===== src/rtl/win3x3_ctrl.sv =====
// Frame/line sequencer for the 3x3 window generator: tracks stream position,
// gates the line-buffer shift and flags when the 9-register matrix holds a full window.
module win3x3_ctrl #(
   parameter int H_ACTIVE = 640,
   parameter int V_ACTIVE = 480,
   parameter int CNT_W    = 11
) (
   input  logic             clk,
   input  logic             rst_n,
   input  logic             vsync,
   input  logic             din_vld,
   output logic             shift_en,
   output logic [CNT_W-1:0] col_cnt,
   output logic [CNT_W-1:0] row_cnt,
   output logic             win_vld,
   output logic [CNT_W-1:0] win_x,
   output logic [CNT_W-1:0] win_y,
   output logic             frame_done,
   output logic             line_err,
   output logic             frame_err,
   output logic [1:0]       state_dbg
);

   typedef enum logic [1:0] {
      IDLE   = 2'd0,
      ACTIVE = 2'd1,
      DONE   = 2'd2
   } state_t;

   localparam logic [CNT_W-1:0] COL_LAST = CNT_W'(H_ACTIVE - 1);
   localparam logic [CNT_W-1:0] ROW_LAST = CNT_W'(V_ACTIVE - 1);
   localparam logic [CNT_W-1:0] MIN_POS  = CNT_W'(2);

   state_t           state;
   state_t           state_nxt;
   logic             vsync_d;
   logic             vs_rise;
   logic [1:0]       fill;
   logic             accept;
   logic             last_pix;
   logic [CNT_W-1:0] pix_col;
   logic [CNT_W-1:0] pix_row;
   logic [1:0]       pix_fill;
   logic             win_hit;

   // Handshake: a pixel is taken on a rising edge when shift_en is high; there
   // is no backpressure, the stream owns din_vld and this block only observes it.
   assign vs_rise   = vsync & ~vsync_d;
   assign accept    = (state == ACTIVE) && din_vld;
   assign shift_en  = accept;
   assign state_dbg = state;

   // A vsync rise mid-frame restarts the frame, so the same-cycle pixel sees (0,0).
   assign pix_col  = vs_rise ? '0 : col_cnt;
   assign pix_row  = vs_rise ? '0 : row_cnt;
   assign pix_fill = vs_rise ? 2'd0 : fill;

   assign last_pix = accept && (pix_col == COL_LAST) && (pix_row == ROW_LAST);
   assign win_hit  = accept && (pix_col >= MIN_POS) && (pix_row >= MIN_POS)
                     && (pix_fill == 2'd2);

   always_ff @(posedge clk or negedge rst_n) begin
      if (!rst_n) begin
         state   <= IDLE;
         vsync_d <= 1'b0;
      end else begin
         state   <= state_nxt;
         vsync_d <= vsync;
      end
   end

   always_comb begin
      state_nxt = state;
      case (state)
         IDLE:    if (vs_rise)  state_nxt = ACTIVE;
         ACTIVE:  if (last_pix) state_nxt = DONE;
         DONE:    state_nxt = IDLE;
         default: state_nxt = IDLE;
      endcase
   end

   // Position counters hold their final values in DONE/IDLE until the next frame.
   always_ff @(posedge clk or negedge rst_n) begin
      if (!rst_n) begin
         col_cnt <= '0;
         row_cnt <= '0;
      end else if (state == IDLE) begin
         if (vs_rise) begin
            col_cnt <= '0;
            row_cnt <= '0;
         end
      end else if (state == ACTIVE) begin
         if (accept) begin
            if (!last_pix) begin
               if (pix_col == COL_LAST) begin
                  col_cnt <= '0;
                  row_cnt <= pix_row + CNT_W'(1);
               end else begin
                  col_cnt <= pix_col + CNT_W'(1);
                  row_cnt <= pix_row;
               end
            end
         end else if (vs_rise) begin
            col_cnt <= '0;
            row_cnt <= '0;
         end
      end
   end

   // Matrix registers shift every clock, so any gap invalidates the run of columns.
   always_ff @(posedge clk or negedge rst_n) begin
      if (!rst_n) begin
         fill <= 2'd0;
      end else if (state == IDLE) begin
         if (vs_rise) fill <= 2'd0;
      end else if (state == ACTIVE) begin
         if (!din_vld)              fill <= 2'd0;
         else if (pix_fill == 2'd2) fill <= 2'd2;
         else                       fill <= pix_fill + 2'd1;
      end
   end

   always_ff @(posedge clk or negedge rst_n) begin
      if (!rst_n) begin
         win_vld <= 1'b0;
         win_x   <= '0;
         win_y   <= '0;
      end else begin
         win_vld <= win_hit;
         if (win_hit) begin
            win_x <= pix_col - CNT_W'(1);
            win_y <= pix_row - CNT_W'(1);
         end
      end
   end

   always_ff @(posedge clk or negedge rst_n) begin
      if (!rst_n) begin
         frame_done <= 1'b0;
         line_err   <= 1'b0;
         frame_err  <= 1'b0;
      end else begin
         frame_done <= last_pix;
         if ((state == ACTIVE) && !din_vld && (col_cnt != '0)) line_err <= 1'b1;
         if ((state == ACTIVE) && vs_rise) frame_err <= 1'b1;
      end
   end

endmodule


===== config.mk =====
export PLATFORM = sky130hd
export DESIGN_NAME = win3x3_ctrl
export DESIGN_NICKNAME = d
export VERILOG_FILES = /design/src/rtl/win3x3_ctrl.sv
export SDC_FILE = /design/constraint.sdc
export NUM_CORES = 1
export LEC_CHECK = 0
export ABC_CLOCK_PERIOD_IN_PS = 6800
export CORE_MARGIN = 5
export CORE_UTILIZATION = 46
export CTS_CLUSTER_DIAMETER = 200
export CTS_CLUSTER_SIZE = 40
export DETAILED_ROUTE_END_ITERATION = 8
export PLACE_DENSITY = 0.71
export SYNTH_ARGS = -nofsm -noshare
export SYNTH_HDL_FRONTEND = slang
export SYNTH_SLANG_ARGS = --single-unit

===== constraint.sdc =====
create_clock -name clk -period 6.8 [get_ports clk]
set_clock_uncertainty 0.05 [all_clocks]
set_input_delay 1.02 -clock clk [delete_from_list [all_inputs] [get_ports clk]]
set_output_delay 1.02 -clock clk [all_outputs]
set_load 0.03 [all_outputs]

Word-level counts from Yosys, hierarchy flattened
Cells that the tools add are included.

Logic and storage cells: 62. Output and inout bits: 51. Register bits: 53.

$add $sub $neg: 5. Equal/unequal tests: 7. $lt $le $gt $ge: 2. Bitwise operators: 2. Muxes and demuxes: 20. Reduce and logical (&&, ||, !) cells: 15.

Operator list (count): two-way mux 11 bit (12); adder 11 x 1 -> 11 bit (second input constant) (2); >= comparator 11 x 2 -> 1 bit (second input constant) (2); subtractor 11 x 1 -> 11 bit (second input constant) (2); two-way mux 2 bit (7); equality test 11 x 10 -> 1 bit (second input constant) (1); equality test 11 x 9 -> 1 bit (second input constant) (1); nonzero test 11 bit (1); logical AND 1 bit (9); inequality test 2 bit (second input constant) (2); one-hot mux 2 bit (2 select lines) (1); AND reduction 2 bit (2); inequality test 3 x 2 -> 1 bit (second input constant) (1); adder 2 x 1 -> 2 bit (second input constant) (1); equality test 2 x 1 -> 1 bit (second input constant) (1); equality test 2 bit (second input constant) (1); logical NOT 2 bit (1); nonzero test 2 bit (1); bitwise AND 1 bit (1); logical NOT 1 bit (1); inverter 1 bit (1).

Depth between registers and ports, before layout
Gate-level depths: netlist of the first run.

Depth after elaboration: 10. Gate-level depth with buffers: 12.

Worst setup path after synthesis of the first run
OpenSTA, ideal clock, no wires.

Path kind: input to register. Start: input port vsync. End: register col_cnt[4]. Stages: 12. Path buffers: 3. Setup slack: 3.708 ns. Setup time: 0.121 ns. Arrival time: 2.921 ns. Data required time: 6.629 ns. Cells stage by stage: nand2b_1 > clkbuf_1 > buf_1 > nand2_1 > inv_1 > ha_1 > nand3_1 > nor2_4 > buf_4 > a31oi_1 > o21ai_0 > a22o_1.

Cells in the longest elaborated chain, start to end: 8. Elaborated cells between the ends (all ways): 15. Those cells by class: add/sub (1); eq/ne (3); mux (7); bitwise (1); reduce/logical (3).

RTL lines: start, declared (RTL line 10) `input logic vsync,`; bitwise AND 1 bit * (RTL line 48) `assign vs_rise = vsync & ~vsync_d;`; two-way mux 11 bit; adder 11 x 1 -> 11 bit / equality test 11 x 10 -> 1 bit (equally long branches) (RTL line 99, 58, 95); two-way mux 11 bit (RTL line 95) `if (pix_col == COL_LAST) begin`; two-way mux 11 bit (RTL line 94) `if (!last_pix) begin`; two-way mux 11 bit (RTL line 93) `if (accept) begin`; two-way mux 11 bit (RTL line 92) `end else if (state == ACTIVE) begin`; two-way mux 11 bit (RTL line 87) `end else if (state == IDLE) begin`; end signal, assigned (RTL line 99) `col_cnt <= pix_col + CNT_W'(1);`; end, declared (RTL line 13) `output logic [CNT_W-1:0] col_cnt,`.

Every way passes the cells marked *; elsewhere a longest branch is shown, timed or not. The select of a mux whose other input is x is not followed. A chain may end at the register's enable or synchronous reset.

Worst setup path after layout of the first run
Start: input port vsync. End: register win_x[8].

Cells in the longest elaborated chain, start to end: 6. Elaborated cells between the ends (all ways): 11. Those cells by class: add/sub (1); order compare (2); eq/ne (1); mux (3); bitwise (1); reduce/logical (3).

RTL lines: bitwise AND 1 bit * (RTL line 48); two-way mux 11 bit; >= comparator 11 x 2 -> 1 bit (RTL line 59) `assign win_hit = accept && (pix_col >= MIN_POS) && (pix_row >= MIN_POS)`; logical AND 1 bit (2 in series) (RTL line 59); logical AND 1 bit (RTL line 60) `&& (pix_fill == 2'd2);`; end signal, assigned (RTL line 131) `win_x <= pix_col - CNT_W'(1);`; end, declared (RTL line 16) `output logic [CNT_W-1:0] win_x,`.

Every way passes the cells marked *; elsewhere a longest branch is shown, timed or not.

==> results of run 1 <==
-- sequential cells by signal (all words and copies together), names as in the netlist --
signal / cells
col_cnt: 11
row_cnt: 11
win_x: 11
win_y: 11
fill: 2
state_dbg: 2
frame_done: 1
frame_err: 1
line_err: 1
vsync_d: 1
win_vld: 1
-- power by group --
group / switching (mW) / leakage (nW) / total [mW] / internal, mW
clock network: 0.106 / 0.0540 / 0.213 / 0.107
logic: 0.0940 / 0.888 / 0.157 / 0.0631
registers: 0.0248 / 0.715 / 0.352 / 0.327
total: 0.224 / 1.66 / 0.722 / 0.498
-- per-stage QoR --
stage	power [mW]	cell area, sq um	setup WS (ns)
floorplan	0.462	3050	3.71
finish	0.722	3670	2.67
CTS	0.728	3670	2.67
global route	0.760	3670	2.30
global placement	0.510	3570	2.48
detailed placement	0.515	3570	2.35
-- area by class of cell --
| type | instances | area (sq um) |
|---|---|---|
| tap | 77 | 96.3 |
| inverter | 7 | 26.3 |
| fill | 560 | 2720 |
| clock inverter | 2 | 35.0 |
| clock buffer | 5 | 68.8 |
| timing repair buffer | 58 | 566 |
| sequential | 53 | 1330 |
| multi-input combinational | 261 | 1550 |
-- path summary, 6_finish.rpt --
check / to / cells after the start / slack, ns / from
setup reg to reg: win_x[8] / 10 / 3.41 / vsync_d
hold / removal: line_err / 1 / 0.43 / line_err
setup / recovery: win_x[8] / 11 / 2.67 / vsync
min in group asynchronous: row_cnt[4] / 2 / 0.76 / rst_n
hold reg to reg: line_err / 1 / 0.43 / line_err
max in group asynchronous: win_x[7] / 2 / 5.47 / rst_n
-- layer usage --
metal	routed length, microns	up-vias	track usage (%)
met3	568	9	4.38
li1	-	1319	-
met5	0	-	0
met4	95	0	5.38
met1	3550	1307	26.9
met2	3460	109	28.2
-- Yosys cell counts (all sizes together), types with 2 or more instances --
master,n
xor2,5
o31ai,5
and3,4
nand3,16
nand2b,3
nand2,49
nand4,15
nor2,26
buf,18
ha,8
a21o,11
mux2i,9
o21ai,25
inv,6
nand3b,2
a21oi,23
a31oi,10
clkbuf,12
a211oi,3
xnor2,7
nor3b,3
or4,3
o21bai,3
nor4,6
nor3,12
dfrtp,53
a22o,4
-- cells by family after synthesis --
logic type	after synthesis
AND/OR/NAND/NOR	145
AO/OA/AOI/OAI	87
adder cells (fa/ha/maj)	8
buffers and inverters	37
XOR/XNOR	12
flip-flops	53
multiplexers	9
-- critical path: stages --
cell,delay [ns]
clkdlybuf4s50_1,0.43
nand2b_1,0.57
buf_4,0.38
nand2_1,0.11
inv_1,0.10
ha_1,0.16
nand2_1,0.06
a21oi_1,0.17
nand4_2,0.74
a211oi_1,0.44
a21o_1,0.13
==> summary.txt, run 1 <==
Drt
  • WL final: 7680 microns
  • TritonRoute pass-1 iters: 5
  • Iteration-0 DRC Markers: 269
  • Drc violations: 0
  • Via count: 2744
  • Avg WL per Cell: 16.6 microns
  • Antenna violation net count after detailed routing: 0
  • Via density: 5.93

Clock tree
  • CTS tree: built
  • Htree depth: 2
  • CTS Hold Bufs: 0
  • Worst-path clk slew: 0.10 ns
  • Post_cts resized: 0
  • Post-CTS setup buffer count: 0
  • Total CTS buffers: 5
  • Clk Tree Root Cell: clkbuf_8
  • Clk_lat worst skew: 0.31 ns
  • Clk buf depth: 2
  • Sink Count: 53

Layout
  • Syn-to-layout area delta: 20.2%
  • Most frequent cells in the layout: dfrtp_1, clkdlybuf4s50_1, nand2_1
  • N_diodes: 0
  • Final Non-Filler Cells: 463
  • Ratio of cells with drive above 1 in the final layout: 4.40%
  • Core Util, Final: 57.5%
  • Nets: 398

Power and ir drop
  • Pwr dens: 197 nW/um^2
  • VDD IR max: 130 uV
  • Lkg Pwr: 1.66 nW

Synthesis
  • Post-synth top area share: 43.4%
  • Ys Warns: 0
  • Synthesized area: 3050 sq um
  • Yosys reg bits: 53
  • Mux cell area share after synthesis: 2.95%
  • Compound-Gate Fraction of Synth Area: 17.3%
  • Post-synth top area cell: dfrtp_1
  • Post-synthesis simple-gate area fraction: 23.8%
  • Synth unique cells: 44
  • Synth top area cells: dfrtp_1, nand2_1, o21ai_0
  • Top FF cell, synth: dfrtp_1
  • Async SR Flop Fraction: 100%
  • Post-synth EDFFs: 0
  • Syn avg cell area: 8.70 sq um
  • Adder-Cell Fraction of Synth Area: 3.28%
  • Cells after synthesis: 351
  • Seq/Total Area, Yosys: 43.4%
  • Synthesized Nets: 363
  • Post-Synth XOR/XNOR Area: 3.44%
  • Largest family of logic cells by synthesized area: simple AND/OR/NAND/NOR gates

Placement
  • Routability Congestion: 0.873
  • DP Cell Count: 456
  • IO Port Bufs: 54
  • Hpwl dp: 5320 microns

Global route
  • Largest net degree at the start of global routing: 54
  • GRT Util Overall: 18.7%
  • Vias in the first global route: 2574
  • Antenna violations before repair: 0
  • GRT overflow: 0
  • First-pass GRT wire length: 13000 microns

Timing
  • Final setup vio count: 0
  • Actual slew at the worst max-slew pin: 0.914 ns
  • Min Tclk post-route: 4.13 ns
  • WHS: 0.427 ns
  • Slew Limit Fails: 0
  • RSZ-0062 raised after global routing: no
  • Max-slew headroom: 38.9%
  • Final hold vios: 0
  • Final setup TNS: 0 ns
  • F_max: 242 MHz
  • Final period util: 60.8%

Die
  • Starting Density: 47.8%
  • Core footprint: 6390 sq um
  • # IOs: 55
  • Die width: 91.5 microns
  • Die ar.: 8370 sq um
  • Chip height: 91.5 microns
  • Cell row count: 29

Critical path
  • CP required: 7.00 ns
  • Crit. End Element: register
  • Critical Path Start Type: input port
  • Type of the worst setup path: in -> reg
  • Max FO, Critical Path: 45
  • CP arrival: 4.33 ns

Status
  • Status: finished clean

Hold path
  • Worst hold path class: reg -> reg

Flow run
  • Max-cap violations: 0
No activity file was read; power rests on OpenSTA's default activity.
==> inputs of run 2 (changes only) <==
--- a/config.mk
+++ b/config.mk
@@ -5,7 +5,7 @@
 export SDC_FILE = /design/constraint.sdc
 export NUM_CORES = 1
 export LEC_CHECK = 0
-export ABC_CLOCK_PERIOD_IN_PS = 6800
+export ABC_CLOCK_PERIOD_IN_PS = 4100
 export CORE_MARGIN = 5
 export CORE_UTILIZATION = 46
 export CTS_CLUSTER_DIAMETER = 200
==> constraint.sdc (replaced) <==
create_clock -name clk -period 4.1 [get_ports clk]
set_clock_uncertainty 0.05 [all_clocks]
set_input_delay 0.615 -clock clk [delete_from_list [all_inputs] [get_ports clk]]
set_output_delay 0.615 -clock clk [all_outputs]
set_load 0.03 [all_outputs]
==> run 2 against run 1 <==
Die area is the same. Global-route usage grew 0.37 points. Final area is essentially flat. Total power grew 57%. Routed wire length grew 1.3%. Highest routed layer unchanged.
==> summary.txt, run 2 (same netlist as run 1, synthesis figures left out) <==
Status
  • Status: finished clean (unchanged)

Drt
  • Via count: 2729 (was 2744)
  • TritonRoute pass-1 iters: 4 (was 5)
  • Via density: 5.84 (was 5.93)
  • Avg WL per Cell: 16.6 microns (about the same)
  • Drc violations: 0 (unchanged)
  • Iteration-0 DRC Markers: 242 (was 269)
  • Antenna violation net count after detailed routing: 0 (unchanged)
  • WL final: 7780 microns (was 7680 microns)

Critical path
  • Crit. End Element: register (unchanged)
  • CP arrival: 3.28 ns (was 4.33 ns)
  • Critical Path Start Type: input port (unchanged)
  • Reg2Reg Setup Slack: 1.37 ns (was 3.41 ns)
  • CP Cell Sequence: clkdlybuf4s50_1 -> nand2b_1 -> nand2_1 -> inv_1 -> ha_1 -> nand4_1 -> nor4_1 -> a31oi_1 -> o21ai_0 -> a22o_1 (was clkdlybuf4s50_1 -> nand2b_1 -> buf_4 -> nand2_1 -> inv_1 -> ha_1 -> nand2_1 -> a21oi_1 -> nand4_2 -> a211oi_1 -> a21o_1)
  • Slowest stage cell, crit path: nor4_1 (was nand4_2)
  • Worst r2r src: vsync_d (unchanged)
  • CP required: 4.29 ns (was 7.00 ns)
  • R2R Path End: col_cnt[1] (was win_x[8])
  • Max FO, Critical Path: 8 (was 45)
  • Worst reg2reg path depth: 9 (was 10)
  • Type of the worst setup path: in -> reg (unchanged)
  • Slowest stage delay, CP: 0.45 ns (was 0.74 ns)

Die
  • Cell row count: 29 (unchanged)
  • # IOs: 55 (unchanged)
  • Die ar.: 8370 sq um (unchanged)
  • Die width: 91.5 microns (unchanged)
  • Starting Density: 47.8% (unchanged)
  • Core footprint: 6390 sq um (unchanged)
  • Chip height: 91.5 microns (unchanged)

Placement
  • Pre-CTS setup slack: 0.694 ns (was 2.35 ns)
  • IO Port Bufs: 54 (unchanged)
  • DP Cell Count: 459 (was 456)
  • Hpwl dp: 5450 microns (was 5320 microns)
  • Routability Congestion: 0.890 (was 0.873)
  • Placed Area: 3590 sq um (was 3570 sq um)

Power and ir drop
  • VDD IR max: 156 uV (was 130 uV)
  • Lkg Pwr: 1.66 nW (about the same)
  • Tot Pwr: 1.13 mW (was 722 uW)
  • Pwr dens: 309 nW/um^2 (was 197 nW/um^2)

Global route
  • Vias in the first global route: 2705 (was 2574)
  • GRT overflow: 0 (unchanged)
  • First-pass GRT wire length: 13400 microns (was 13000 microns)
  • GRT Util Overall: 19.1% (was 18.7%)
  • Antenna violations before repair: 0 (unchanged)
  • Largest net degree at the start of global routing: 54 (unchanged)

Timing
  • WHS: 0.365 ns (was 0.427 ns)
  • F_max: 323 MHz
  • Final WS setup: 1.01 ns (was 2.67 ns)
  • Final setup vio count: 0 (unchanged)
  • Final hold vios: 0 (unchanged)
  • Min Tclk post-route: 3.09 ns
  • Final setup TNS: 0 ns (unchanged)
  • RSZ-0062 raised after global routing: no (unchanged)
  • Slew Limit Fails: 0 (unchanged)
  • Max-slew headroom: 49.3% (was 38.9%)
  • Actual slew at the worst max-slew pin: 0.759 ns (was 0.914 ns)
  • Final period util: 75.4%

Layout
  • Nets: 401 (was 398)
  • N_diodes: 0 (unchanged)
  • Core Util, Final: 57.5% (about the same)
  • Final Non-Filler Cells: 467 (was 463)
  • Ratio of cells with drive above 1 in the final layout: 5.13% (was 4.40%)
  • Finished Cell Area: 3670 sq um (about the same)
  • Syn-to-layout area delta: 20.2% (about the same)
  • Most frequent cells in the layout: dfrtp_1, clkdlybuf4s50_1, nand2_1 (unchanged)

Clock tree
  • CTS Hold Bufs: 0 (unchanged)
  • Post-CTS setup buffer count: 0 (unchanged)
  • Clk_lat worst skew: 0.31 ns (about the same)
  • Sink Count: 53 (unchanged)
  • Total CTS buffers: 5 (unchanged)
  • Worst-path clk slew: 0.10 ns (about the same)
  • Clk buf depth: 2 (unchanged)
  • CTS tree: built (unchanged)
  • Clk Tree Root Cell: clkbuf_8 (unchanged)
  • Htree depth: 2 (unchanged)
  • Post_cts resized: 0 (unchanged)

Flow run
  • Max-cap violations: 0 (unchanged)

Hold path
  • Worst hold path class: in -> async (was reg -> reg)
-- run 2: cell count changes in the layout (fill, tap and decap cells not counted), sizes merged --
cell / before / now
buf: 5 / 8
bufinv: 1 / 0
clkbuf: 5 / 6
clkinv: 2 / 3
-- run 2: how the worst max path moves through the flow --
stage | startpoint | to | slack (ns) | depth (start not counted)
after floorplan | vsync | col_cnt[4] | 1.41 | 12
after global placement | vsync | win_y[4] | 0.77 | 10
after detailed placement | vsync | win_y[4] | 0.69 | 10
after CTS | vsync | win_y[4] | 1.02 | 10
after global routing | vsync | col_cnt[1] | 0.74 | 10
final | vsync | col_cnt[1] | 1.01 | 10
-- run 2: routing by layer --
metal,vias to the layer above,GRT usage [%],wire length (microns)
met4,0,6.23,80
li1,1327,-,-
met1,1273,26.5,3490
met3,8,4.05,628
met5,-,0,0
met2,121,29.8,3570
-- run 2: critical path, delay by kind of cell --
kind / cells / cell delay (ns)
buffers and inverters: 2 / 0.56
AOI/OAI and AO/OA: 3 / 0.75
and+or+nand+nor: 4 / 1.08
adders and majority gates: 1 / 0.29
-- run 2: final cells by class --
| type | count | area, sq um |
|---|---|---|
| Fill cell | 577 | 2720 |
| Inverter | 7 | 26.3 |
| Sequential cell | 53 | 1330 |
| Timing Repair Buffer | 61 | 588 |
| Clock inverter | 2 | 10.0 |
| Clock buffer | 6 | 72.6 |
| Tap cell | 77 | 96.3 |
| Multi-Input combinational cell | 261 | 1550 |
-- run 2: report_power, final --
| part | switching [mW] | internal, mW |
|---|---|---|
| logic | 0.157 | 0.106 |
| registers | 0.0402 | 0.543 |
| clock network | 0.170 | 0.119 |
| total | 0.367 | 0.768 |
==> inputs of run 3 (changes only) <==
--- a/config.mk
+++ b/config.mk
@@ -5,7 +5,7 @@
 export SDC_FILE = /design/constraint.sdc
 export NUM_CORES = 1
 export LEC_CHECK = 0
-export ABC_CLOCK_PERIOD_IN_PS = 4100
+export ABC_CLOCK_PERIOD_IN_PS = 2900
 export CORE_MARGIN = 5
 export CORE_UTILIZATION = 46
 export CTS_CLUSTER_DIAMETER = 200
==> constraint.sdc (replaced) <==
create_clock -name clk -period 2.9 [get_ports clk]
set_clock_uncertainty 0.05 [all_clocks]
set_input_delay 0.435 -clock clk [delete_from_list [all_inputs] [get_ports clk]]
set_output_delay 0.435 -clock clk [all_outputs]
set_load 0.03 [all_outputs]
==> run 3 against run 2 <==
Sequential cell count did not move. Critical path depth did not move. Global-route usage rose by 0.81 points. Cell count rose by 2.4%. Critical endpoint is now col_cnt[6]. Largest cell class unchanged.
==> summary.txt, run 3 (same netlist as run 1, synthesis figures left out) <==
Critical path
  • Type of the worst setup path: in -> reg (unchanged)
  • Max FO, Critical Path: 13 (was 8)
  • Crit. End Element: register (unchanged)
  • Worst reg2reg path depth: 9 (unchanged)
  • CP arrival: 2.80 ns (was 3.28 ns)
  • Critical Path Start Type: input port (unchanged)
  • CP required: 3.06 ns (was 4.29 ns)

Power and ir drop
  • Pwr dens: 458 nW/um^2 (was 309 nW/um^2)
  • VDD IR max: 350 uV (was 156 uV)
  • Lkg Pwr: 1.73 nW (was 1.66 nW)

Global route
  • GRT Util Overall: 19.9% (was 19.1%)
  • Largest net degree at the start of global routing: 46 (was 54)
  • Vias in the first global route: 2698 (was 2705)
  • First-pass GRT wire length: 13800 microns (was 13400 microns)
  • GRT overflow: 0 (unchanged)
  • Antenna violations before repair: 0 (unchanged)

Clock tree
  • CTS Hold Bufs: 0 (unchanged)
  • Worst-path clk slew: 0.10 ns (about the same)
  • Clk buf depth: 2 (unchanged)
  • Total CTS buffers: 5 (unchanged)
  • Clk_lat worst skew: 0.31 ns (about the same)
  • CTS tree: built (unchanged)
  • Post_cts resized: 0 (unchanged)
  • Htree depth: 2 (unchanged)
  • Clk Tree Root Cell: clkbuf_8 (unchanged)
  • Post-CTS setup buffer count: 0 (unchanged)
  • Sink Count: 53 (unchanged)

Placement
  • Pre-CTS setup slack: -0.0316 ns (was 0.694 ns)
  • Hpwl dp: 5770 microns (was 5450 microns)
  • IO Port Bufs: 54 (unchanged)
  • Routability Congestion: 0.921 (was 0.890)

Layout
  • Fill count: 592 (was 577)
  • Seq. cell area: 1330 sq um (unchanged)
  • Multi-input gate area: 1550 sq um (unchanged)
  • Syn-to-layout area delta: 24.6% (was 20.2%)
  • Most frequent cells in the layout: dfrtp_1, clkdlybuf4s50_1, nand2_1 (unchanged)
  • Ratio of cells with drive above 1 in the final layout: 7.98% (was 5.13%)
  • Core Util, Final: 59.6% (was 57.5%)
  • N_diodes: 0 (unchanged)
  • Nets: 412 (was 401)

Die
  • Cell row count: 29 (unchanged)
  • # IOs: 55 (unchanged)
  • Core footprint: 6390 sq um (unchanged)
  • Chip height: 91.5 microns (unchanged)
  • Starting Density: 47.8% (unchanged)
  • Die ar.: 8370 sq um (unchanged)
  • Die width: 91.5 microns (unchanged)

Drt
  • Via count: 2817 (was 2729)
  • Avg WL per Cell: 16.9 microns (was 16.6 microns)
  • WL final: 8060 microns (was 7780 microns)
  • Drc violations: 0 (unchanged)
  • Antenna violation net count after detailed routing: 0 (unchanged)
  • TritonRoute pass-1 iters: 4 (unchanged)
  • Via density: 5.89 (was 5.84)
  • Iteration-0 DRC Markers: 215 (was 242)

Timing
  • WHS: 0.0462 ns (was 0.365 ns)
  • Final setup TNS: 0 ns (unchanged)
  • Max-slew headroom: 43.1% (was 49.3%)
  • Actual slew at the worst max-slew pin: 0.845 ns (was 0.759 ns)
  • Final period util: 91.0%
  • Slew Limit Fails: 0 (unchanged)
  • Final WS setup: 0.260 ns (was 1.01 ns)
  • Final hold vios: 0 (unchanged)
  • RSZ-0062 raised after global routing: no (unchanged)
  • Final setup vio count: 0 (unchanged)
  • Min Tclk post-route: 2.64 ns
  • F_max: 379 MHz

Flow run
  • Max-cap violations: 0 (unchanged)

Status
  • Status: finished clean (unchanged)

Hold path
  • Worst hold path class: in -> async (unchanged)
-- run 3: cell count changes in the layout (fill, tap and decap cells not counted) --
| cell | previous run | this run |
|---|---|---|
| bufinv_16 | 0 | 1 |
| clkinv_2 | 2 | 0 |
| buf_12 | 0 | 1 |
| buf_4 | 7 | 17 |
| clkinvlp_4 | 0 | 1 |
| clkbuf_1 | 1 | 0 |
| clkbuf_8 | 5 | 6 |
-- run 3: final timing paths --
check / start / end / slack (ns)
max reg2reg: vsync_d / col_cnt[4] / 0.43
min in group clk: line_err / line_err / 0.42
max: vsync / col_cnt[6] / 0.26
max in group asynchronous: rst_n / win_x[0] / 2.43
min reg2reg: line_err / line_err / 0.42
min: rst_n / frame_done / 0.05
-- run 3: final cells by class --
class	instances	area share [%]
Clock inverter	2	0.987
Sequential cell	53	34.9
Multi-Input combinational cell	261	40.8
Tap cell	77	2.53
Timing Repair Buffer	72	18.0
Clock buffer	6	2.17
Inverter	7	0.691
-- run 3: report_power, final --
group	internal, mW	leakage, nW	switching, mW
Combinational	0.156	0.963	0.226
Clock	0.281	0.0574	0.257
Sequential	0.768	0.715	0.0556
Total	1.20	1.73	0.538
-- run 3: stage by stage --
| step | instances | power (mW) | cell area (sq um) |
|---|---|---|---|
| after CTS | 478 | 1.76 | 3800 |
| final | 478 | 1.74 | 3800 |
| after global routing | 478 | 1.83 | 3800 |
| after global placement | 470 | 1.21 | 3680 |
| after detailed placement | 470 | 1.22 | 3680 |
| after floorplan | 351 | 1.08 | 3050 |
-- run 3: metal layers --
metal	vias to the layer above	GRT usage (%)	share of wire, %
met4	0	5.13	1.1
li1	1354	-	-
met2	83	31.1	47
met1	1371	28.5	46
met5	-	0	0
met3	9	3.55	6.1
-- run 3: worst max-delay path, cell delays in order --
cell	delay, ns
clkdlybuf4s50_1	0.44
nand2b_1	0.23
nand2_1	0.12
inv_1	0.11
ha_1	0.18
nand4_1	0.14
nor4_1	0.48
a31o_2	0.43
o21ai_0	0.15
o41ai_1	0.08
